==> src/rtl/wam_pkg.sv <==
// Shared constants and helpers for the whack-a-mole key matrix scanner.
// Holds matrix geometry, row drive encodings and the priority helper.
package wam_pkg;

  localparam int NUM_ROWS   = 3;
  localparam int NUM_COLS   = 3;
  localparam int NUM_KEYS   = 9;
  localparam int KEY_CODE_W = 4;

  localparam int ROW_SETTLE_CYCLES_DEF = 50_000;
  localparam int DEBOUNCE_SCANS_DEF    = 4;

  localparam logic [2:0] ROW0_ACTIVE = 3'b110;
  localparam logic [2:0] ROW1_ACTIVE = 3'b101;
  localparam logic [2:0] ROW2_ACTIVE = 3'b011;

  typedef logic [KEY_CODE_W-1:0] key_code_t;
  typedef logic [NUM_KEYS-1:0]   key_mask_t;

  function automatic logic [2:0] row_drive(
    input logic [1:0] idx
  );
    logic [2:0] r;
    r = ROW0_ACTIVE;
    unique case (1'b1)
      (idx == 2'd1): r = ROW1_ACTIVE;
      (idx == 2'd2): r = ROW2_ACTIVE;
      default:       r = ROW0_ACTIVE;
    endcase
    return r;
  endfunction

  function automatic key_code_t lowest_key(
    input key_mask_t m
  );
    key_code_t r;
    r = '0;
    for (int i = NUM_KEYS - 1; i >= 0; i--) begin
      if (m[i]) r = key_code_t'(i);
    end
    return r;
  endfunction

endpackage

==> src/rtl/key_matrix_scan_if.sv <==
// Bundle between board key matrix, scanner and game logic.
// master: scanner side; slave: board/game side.
interface key_matrix_scan_if;
  import wam_pkg::*;

  logic [2:0] key_matrix_column;
  logic [2:0] key_matrix_row;
  key_mask_t  key_state;
  logic       key_press;
  key_code_t  key_code;

  modport master (
    input  key_matrix_column,
    output key_matrix_row,
    output key_state,
    output key_press,
    output key_code
  );

  modport slave (
    output key_matrix_column,
    input  key_matrix_row,
    input  key_state,
    input  key_press,
    input  key_code
  );

endinterface

==> src/rtl/key_matrix_scan_debounce.sv <==
// Per-key debouncer: flips state after DEBOUNCE_SCANS differing samples.
// Ports: clk, reset, sample_en (sample strobe), sample (raw), state.
module key_debounce #(
  parameter int DEBOUNCE_SCANS = 4
) (
  input  logic clk,
  input  logic reset,
  input  logic sample_en,
  input  logic sample,
  output logic state
);

  localparam int CW = $clog2(DEBOUNCE_SCANS + 1);

  logic [CW-1:0] cnt;

  always_ff @(posedge clk) begin
    if (reset) begin
      cnt   <= '0;
      state <= 1'b0;
    end else if (sample_en) begin
      if (sample == state) begin
        cnt <= '0;
      end else if (cnt + 1'b1 == CW'(DEBOUNCE_SCANS)) begin
        state <= ~state;
        cnt   <= '0;
      end else begin
        cnt <= cnt + 1'b1;
      end
    end
  end

endmodule

==> src/rtl/key_matrix_scan.sv <==
// 3x3 key matrix scanner: row drive, column sync, debounce, press events.
// Ports: CLOCK_50, reset, kbd (matrix lines, key_state, key_press, key_code).
module key_matrix_scan
  import wam_pkg::*;
#(
  parameter int ROW_SETTLE_CYCLES = ROW_SETTLE_CYCLES_DEF,
  parameter int DEBOUNCE_SCANS    = DEBOUNCE_SCANS_DEF
) (
  input logic              CLOCK_50,
  input logic              reset,
  key_matrix_scan_if.master kbd
);

  localparam int CNT_W = $clog2(ROW_SETTLE_CYCLES);

  logic [CNT_W-1:0] settle_cnt;
  logic [1:0]       row_idx;
  logic [1:0]       row_nxt;
  logic [2:0]       row_q;
  logic [2:0]       col_s1;
  logic [2:0]       col_s2;
  logic [2:0]       raw;
  logic             sample;

  key_mask_t state;
  key_mask_t state_d;
  key_mask_t rise;
  key_mask_t pending;
  key_mask_t clr;
  key_mask_t pend_nxt;
  logic      press_q;
  key_code_t code_q;

  assign sample  = settle_cnt == CNT_W'(ROW_SETTLE_CYCLES - 1);
  assign row_nxt = (row_idx == 2'd2) ? 2'd0 : row_idx + 2'd1;

  always_ff @(posedge CLOCK_50) begin
    if (reset) begin
      settle_cnt <= '0;
      row_idx    <= 2'd0;
      row_q      <= ROW0_ACTIVE;
    end else if (sample) begin
      settle_cnt <= '0;
      row_idx    <= row_nxt;
      row_q      <= row_drive(row_nxt);
    end else begin
      settle_cnt <= settle_cnt + 1'b1;
    end
  end

  always_ff @(posedge CLOCK_50) begin
    if (reset) begin
      col_s1 <= 3'b111;
      col_s2 <= 3'b111;
    end else begin
      col_s1 <= kbd.key_matrix_column;
      col_s2 <= col_s1;
    end
  end

  assign raw = ~col_s2;

  for (genvar i = 0; i < NUM_KEYS; i++) begin : g_key
    key_debounce #(
      .DEBOUNCE_SCANS(DEBOUNCE_SCANS)
    ) u_deb (
      .clk      (CLOCK_50),
      .reset    (reset),
      .sample_en(sample && row_idx == 2'(i / NUM_COLS)),
      .sample   (raw[i % NUM_COLS]),
      .state    (state[i])
    );
  end

  // Lowest pending bit is served each cycle; a fresh rise beats its clear.
  assign rise     = state & ~state_d;
  assign clr      = pending & (~pending + 1'b1);
  assign pend_nxt = (pending & ~clr) | rise;

  always_ff @(posedge CLOCK_50) begin
    if (reset) begin
      state_d <= '0;
      pending <= '0;
      press_q <= 1'b0;
      code_q  <= '0;
    end else begin
      state_d <= state;
      pending <= pend_nxt;
      press_q <= |pending;
      if (|pending) code_q <= lowest_key(pending);
    end
  end

  assign kbd.key_matrix_row = row_q;
  assign kbd.key_state      = state;
  assign kbd.key_press      = press_q;
  assign kbd.key_code       = code_q;

endmodule
==> src/flat_wrapper.sv <==
// flat-port wrapper written by rule: the top's interface ports become plain ports
module key_matrix_scan_flat import wam_pkg::*;
#(
  parameter int ROW_SETTLE_CYCLES = ROW_SETTLE_CYCLES_DEF,
  parameter int DEBOUNCE_SCANS    = DEBOUNCE_SCANS_DEF
)
  (CLOCK_50, reset, kbd_key_matrix_column, kbd_key_matrix_row, kbd_key_state, kbd_key_press, kbd_key_code);
  key_matrix_scan_if kbd_i ();
  input logic CLOCK_50;
  input logic reset;
  input wire logic [$bits(kbd_i.key_matrix_column)-1:0] kbd_key_matrix_column;
  output wire logic [$bits(kbd_i.key_matrix_row)-1:0] kbd_key_matrix_row;
  output wire logic [$bits(kbd_i.key_state)-1:0] kbd_key_state;
  output wire logic [$bits(kbd_i.key_press)-1:0] kbd_key_press;
  output wire logic [$bits(kbd_i.key_code)-1:0] kbd_key_code;
  assign kbd_i.key_matrix_column = kbd_key_matrix_column;
  assign kbd_key_matrix_row = kbd_i.key_matrix_row;
  assign kbd_key_state = kbd_i.key_state;
  assign kbd_key_press = kbd_i.key_press;
  assign kbd_key_code = kbd_i.key_code;
  key_matrix_scan #(.ROW_SETTLE_CYCLES(ROW_SETTLE_CYCLES), .DEBOUNCE_SCANS(DEBOUNCE_SCANS)) u_core (.CLOCK_50(CLOCK_50), .reset(reset), .kbd(kbd_i));
endmodule
==> config.mk <==
export PLATFORM = sky130hd
export DESIGN_NAME = key_matrix_scan_flat
export DESIGN_NICKNAME = d
export VERILOG_FILES = /design/src/rtl/wam_pkg.sv /design/src/rtl/key_matrix_scan_if.sv /design/src/rtl/key_matrix_scan_debounce.sv /design/src/rtl/key_matrix_scan.sv /design/src/flat_wrapper.sv
export SDC_FILE = /design/constraint.sdc
export NUM_CORES = 1
export LEC_CHECK = 0
export CAP_MARGIN = 10
export CORE_MARGIN = 5
export CORE_UTILIZATION = 45
export CTS_BUF_LIST = sky130_fd_sc_hd__clkbuf_4
export DETAILED_ROUTE_END_ITERATION = 10
export PLACE_DENSITY = 0.74
export SKIP_LAST_GASP = 1
export SLEW_MARGIN = 10
export SYNTH_ARGS = -nofsm -noshare
export SYNTH_HDL_FRONTEND = slang
export SYNTH_SLANG_ARGS = --single-unit
==> constraint.sdc <==
create_clock -name CLOCK_50 -period 1.5 [get_ports CLOCK_50]
set_clock_uncertainty 0.05 [all_clocks]
set_input_delay 0.3 -clock CLOCK_50 [delete_from_list [all_inputs] [get_ports CLOCK_50]]
set_output_delay 0.3 -clock CLOCK_50 [all_outputs]
set_load 0.01 [all_outputs]
== Yosys cells after proc, flatten, opt, wreduce, memory -nomap -nowiden ==
Index checks and enable logic that the tools add are counted.

* Output and inout port bits: 17
* Input bits: 5
* Memory bits (writable): 0
* Flip-flop bits (word level): 86
* Word-level logic and storage cells: 132
* Bits in latches: 0
* Memory bits (read-only): 0
* Memories: 0

* Div/mod/pow operators: 0
* Reduce and logical (&&, ||, !) cells: 15
* Multiply operators: 0
* Shifts and indexed selects: 0
* Muxes and demuxes: 29
* Bitwise logic cells: 26
* $lt $le $gt $ge: 0
* Add/subtract/negate cells: 12
* Equal/unequal tests: 23

{| class="wikitable"
|+ Operator list
! operator !! count
|-
| 3-bit 2-to-1 mux || 18
|-
| 4-bit 2-to-1 mux || 9
|-
| 3-bit by 1-bit adder with 3-bit output, second input constant || 9
|-
| 9-bit AND || 3
|-
| 3-bit equality test, second input constant || 9
|-
| 9-bit NOT || 3
|-
| 3-bit AND reduction || 9
|-
| 1-bit NOT || 18
|-
| 16-bit by 1-bit adder with 16-bit output, second input constant || 1
|-
| 16-bit equality test, second input constant || 1
|-
| 9-bit by 1-bit adder with 9-bit output, second input constant || 1
|-
| 1-bit equality test || 9
|-
| 9-bit bitwise OR || 1
|-
| 9-bit OR reduction || 1
|-
| 3-bit case mux with 2 select lines || 1
|-
| 2-bit by 1-bit equality test with 1-bit output, second input constant || 2
|-
| 2-bit equality test, second input constant || 2
|-
| 1-bit logical AND || 3
|-
| 3-bit NOT || 1
|-
| 2-bit by 1-bit adder with 2-bit output, second input constant || 1
|-
| 2-bit logical NOT || 1
|-
| 2-bit 2-to-1 mux || 1
|-
| 2-bit OR reduction || 1
|}

== Logic depth before layout (Yosys ltp) ==
* Depth in word-level cells: 9
* Mapped depth: 7
* Depth with buffers taken out: 5

== By module ==
From an unflattened synthesis, not the netlist that was laid out.

* Cell total of the unflattened synthesis: 424
* Area total of the unflattened synthesis: 3977.6 µm²

{| class="wikitable"
|+ By module, submodules not included
! module !! times used !! sequential area each (µm²) !! cells each !! area each (µm²)
|-
| key_debounce || 9 || 80.1 || 25 || 232.7
|-
| key_matrix_scan || 1 || 1001.0 || 199 || 1883.1
|}

== Worst setup path after synthesis ==
No wires, ideal clock.

* Path kind: register -> register
* From: register u_core.settle_cnt[0]
* To: register u_core.g_key[0].u_deb.cnt[2]
* Stages on the path, launching flop included: 7
* Setup time: 132 ps
* Period minus slack after synthesis: 1636 ps
* Setup slack: -136 ps
* Path buffers: 1
* Data required time: 1318 ps
* Data arrival time: 1454 ps
* Cells stage by stage: dfxtp_1 -> ha_1 -> and3_1 -> nand4_1 -> buf_4 -> o31ai_1 -> a21oi_1

* Longest elaborated chain between the ends: 2

{| class="wikitable"
|+ RTL lines
! what !! RTL line !! text
|-
| start: declaration || key_matrix_scan.sv:16 || <nowiki>logic [CNT_W-1:0] settle_cnt;</nowiki>
|-
| start signal: assignment || key_matrix_scan.sv:47 || <nowiki>settle_cnt <= settle_cnt + 1'b1;</nowiki>
|-
| 16-bit equality test || key_matrix_scan.sv:34 || <nowiki>assign sample = settle_cnt == CNT_W'(ROW_SETTLE_CYCLES - 1);</nowiki>
|-
| 1-bit logical AND || key_matrix_scan.sv:69 || <nowiki>.sample_en(sample && row_idx == 2'(i / NUM_COLS)),</nowiki>
|-
| end signal: assignment || key_matrix_scan_debounce.sv:28 || <nowiki>cnt <= cnt + 1'b1;</nowiki>
|-
| end: declaration || key_matrix_scan_debounce.sv:15 || <nowiki>logic [CW-1:0] cnt;</nowiki>
|}

No other way between the ends.
A chain may end at the register's enable or synchronous reset.

== Worst setup path in the final report ==
* From: register u_core.settle_cnt[7]
* To: register u_core.g_key[3].u_deb.cnt[2]

* Longest elaborated chain between the ends: 2

{| class="wikitable"
|+ RTL lines
! what !! RTL line
|-
| 16-bit equality test || key_matrix_scan.sv:34
|-
| 1-bit logical AND || key_matrix_scan.sv:69
|-
| end signal: assignment || key_matrix_scan_debounce.sv:28
|-
| end: declaration || key_matrix_scan_debounce.sv:15
|}

No other way between the ends.

==> impl_results.md <==
- CP endpoint kind: register
- Utilization after layout: between 50% and 60%
- CTS Buf Count: 9
- CTS tree: done
- Worst slew pin tran: between 500 and 600 ps
- Non-filler instance count after layout: ~600
- Placed Cells: ~580
- H-tree depth: 3
- Die Y: approximately 100 um
- Startpoint Class: register
- Fmax achieved: approximately 630 MHz
- Max clock buf depth: 2
- Tmin final: roughly 1600 ps
- Width of the die: between 100 and 150 um
- Initial antenna violation count: 0
- Clock Power Share: around 38%
- Max Slew Vio Count: 0
- Failing checks: negative setup slack
- Outcome: complete, but fails checks
- Asr flop ratio synth: 0%
- DR WL/cell: approximately 15 um
- DP Worst Slack: -105 ps
- Worst Hold End: u_core.kbd.key_matrix_row[0]$_SDFFE_PP0N_
- Max_cap viols: 0
- Largest net degree at the start of global routing: 24
- Type of the worst min-delay path: primary input to register
- Number of global-route vias before repair: approximately 3200
- Setup tns final: -1140 ps
- ANT nets after route: 0
- Final-report setup violation count: 35
- Clk sinks: 86
- Reg2reg path depth: 6
- Area delta synth->final: 23.0%
- Mapped Cells: 443
- R2R Path End: u_core.g_key[3].u_deb.cnt[2]$_SDFFE_PP0P_
- DR vias/cell: around 5.6
- Seq pwr share: 58.8%
- Later-pin clock latency in the skew report: about 460 ps
- I/O Pins: 22
- CP required: between 1500 and 2000 ps
- Net Sw Frac: 25.8%
- Final worst slack: -79.9 ps
- FF-to-FF Start: u_core.settle_cnt[7]$_SDFF_PP0_
- ANT cells: 0
- Pleak: about 2.0 nW
- First-pass GRT wire length: approximately 15 mm
- Final WL: 8.85 mm
- Die area: approximately 11000 um^2
- CTS clk-pin slew, worst paths: 150 ps
- Top FF cell, synth: dfxtp_1
- Logic pwr share: under 10%
- Routability cong.: just over 0.8
- Total grt overflow: 0
- Syn avg cell area: 9.04 um^2
- Initial core utilization: 46.2%
- Vias: around 3300
- Port bufs: 21
- HP Start: reset
- Share of cells above drive strength 1: between 20% and 30%
- DPL Wire Length: 5.86 mm
- Most common cell after layout, fill and taps aside: dfxtp_1
- Final #Nets: 513
- Pwr per Cell Area: between 700 and 800 nW/um^2
- Reg2Reg Setup Slack: -80 ps
- Net Count, Synth: roughly 470
- Register area share after synthesis: 43.0%
- Num rows: 34
- Power Internal: 2.90 mW
- Residual DRC count: 0
- Critical path arrival: 1880 ps
- Max-slew headroom: about three fifths
- Critical path type: register to register
- Core area: between 8000 and 9000 um^2
- RSZ-0062 raised after global routing: yes
- Hold WS: 233 ps
- Clock tree root buffer cell: clkbuf_4
- CP max FO: 12
- Hold Path Depth: 3
- Switch Pwr: slightly above 1 mW
- Post-Syn Area: 4010 um^2
- Initial drt markers: 130
- Hold_buf cts: 0
- Tcrit/Tclk final: 105%
- Filler cells: between 700 and 800
- Overall Global Routing Usage: between 10% and 20%
- Final Hold Viols: 0
- TritonRoute pass-1 iters: 4
- Syn. warnings: 0
- Number of distinct library cells after synthesis: 39
- Post-synth EDFFs: 0
- Peak supply drop: 0.398 mV
- Seq cells post-synth: 86
- Most frequent cells in the layout: 69 x dfxtp_1, 43 x a21oi_1, 40 x buf_4, 28 x nor2_1, 20 x xor2_1
repair_timing:
item	4_1_cts	5_1_grt
setup buffers	5	1
resized for setup	47	39
pin swaps	5	15
setup endpoints to repair	53	69
cloned	1	1
hold endpoints to repair	0	0
flip-flops by register name, indices dropped and copies added (netlist names):
name / cells
u_core.g_key.u_deb.cnt: 27
u_core.row_idx: 2
u_core.col_s2: 3
u_core.pending: 9
u_core.kbd.key_matrix_row: 3
u_core.settle_cnt: 16
u_core.kbd.key_press: 1
u_core.kbd.key_code: 4
u_core.col_s1: 3
u_core.g_key.u_deb.state: 9
u_core.state_d: 9
worst max-delay path by stage:
stage / slack (ps) / end / cells past startpoint / from
2_1_floorplan: -6 / u_core.g_key[6].u_deb.cnt[2]$_SDFFE_PP0P_ / 6 / u_core.settle_cnt[1]$_SDFF_PP0_
3_3_place_gp: -40 / u_core.g_key[7].u_deb.cnt[1]$_SDFFE_PP0P_ / 7 / u_core.settle_cnt[1]$_SDFF_PP0_
3_5_place_dp: -110 / u_core.g_key[7].u_deb.cnt[0]$_SDFFE_PP0P_ / 6 / u_core.settle_cnt[6]$_SDFF_PP0_
4_1_cts: -80 / u_core.g_key[5].u_deb.cnt[0]$_SDFFE_PP0P_ / 6 / u_core.settle_cnt[1]$_SDFF_PP0_
5_1_grt: -200 / u_core.g_key[5].u_deb.cnt[1]$_SDFFE_PP0P_ / 6 / u_core.settle_cnt[7]$_SDFF_PP0_
6_report: -80 / u_core.g_key[3].u_deb.cnt[2]$_SDFFE_PP0P_ / 6 / u_core.settle_cnt[7]$_SDFF_PP0_
worst max-delay path, cell delays in order (launching register included):
cell,delay [ps]
dfxtp_2,360
nor4b_4,280
nand4_1,160
buf_4,190
buf_12,140
o31ai_1,200
a21oi_1,90
final cells by class:
class | instances | area, um^2 | share of cell area, %
Sequential cell | 86 | 1760 | 35.8
Timing Repair Buffer | 69 | 647 | 13.1
Multi-Input combinational cell | 307 | 2170 | 44.0
Clock inverter | 7 | 87.6 | 1.78
Clock buffer | 9 | 67.6 | 1.37
Tap cell | 108 | 135 | 2.74
Inverter | 16 | 60.1 | 1.22
routing by layer:
metal  part of all wire (%)  global-route usage (%)  routed length [um]  vias to the layer above
li1                       -                       -                   -                     1683
met1                     48                    21.2                4250                     1587
met2                     45                    26.0                4000                       58
met3                    4.5                    4.72                 395                       18
met4                    2.2                    6.75                 197                        0
met5                      0                       0                   0                        -
kinds of logic (layout without fill, tap and decap cells):
family                   count (synthesis)  count (layout)  share of synthesized area (%)
XOR/XNOR                                32              32                           7.00
flip-flops                              86              86                           43.0
AND/OR/NAND/NOR                        150             150                           22.0
AO/OA/AOI/OAI                          106             106                           15.8
adder cells (fa/ha/maj)                 19              19                           5.93
buffers and inverters                   50             101                           6.34
cells in the mapped netlist (9+ instances only):
cell	instances	area, um^2
nand4b_1	9	78.8
nor2b_1	15	93.8
a21oi_1	47	235
o21ai_0	22	110
nor3_1	13	65.1
a311oi_1	10	87.6
nor2_1	31	116
xnor2_1	12	105
ha_1	19	238
inv_1	16	60.1
o31ai_1	11	82.6
a31oi_1	9	56.3
and2_1	9	56.3
nand4_1	13	81.3
clkbuf_1	12	45.0
xor2_1	20	175
dfxtp_1	86	1720
nand3_1	17	85.1
buf_4	12	90.1
nand2b_1	9	56.3
nor4b_1	9	78.8
power groups by stage:
stage	logic (mW)	clock network [mW]	registers, mW
floorplan	0.0764	0	2.36
global placement	0.130	0	2.36
detailed placement	0.134	0	2.36
CTS	0.135	1.51	2.30
global route	0.152	1.63	2.30
finish	0.137	1.47	2.30
per-stage QoR:
| step | cell area (um^2) | power (mW) |
|---|---|---|
| 4_1_cts | 4820 | 3.94 |
| 3_5_place_dp | 4540 | 2.50 |
| 5_1_grt | 4930 | 4.08 |
| 3_3_place_gp | 4540 | 2.49 |
| 6_report | 4930 | 3.91 |
| 2_1_floorplan | 4040 | 2.43 |
(Power assumes the default switching activity.)
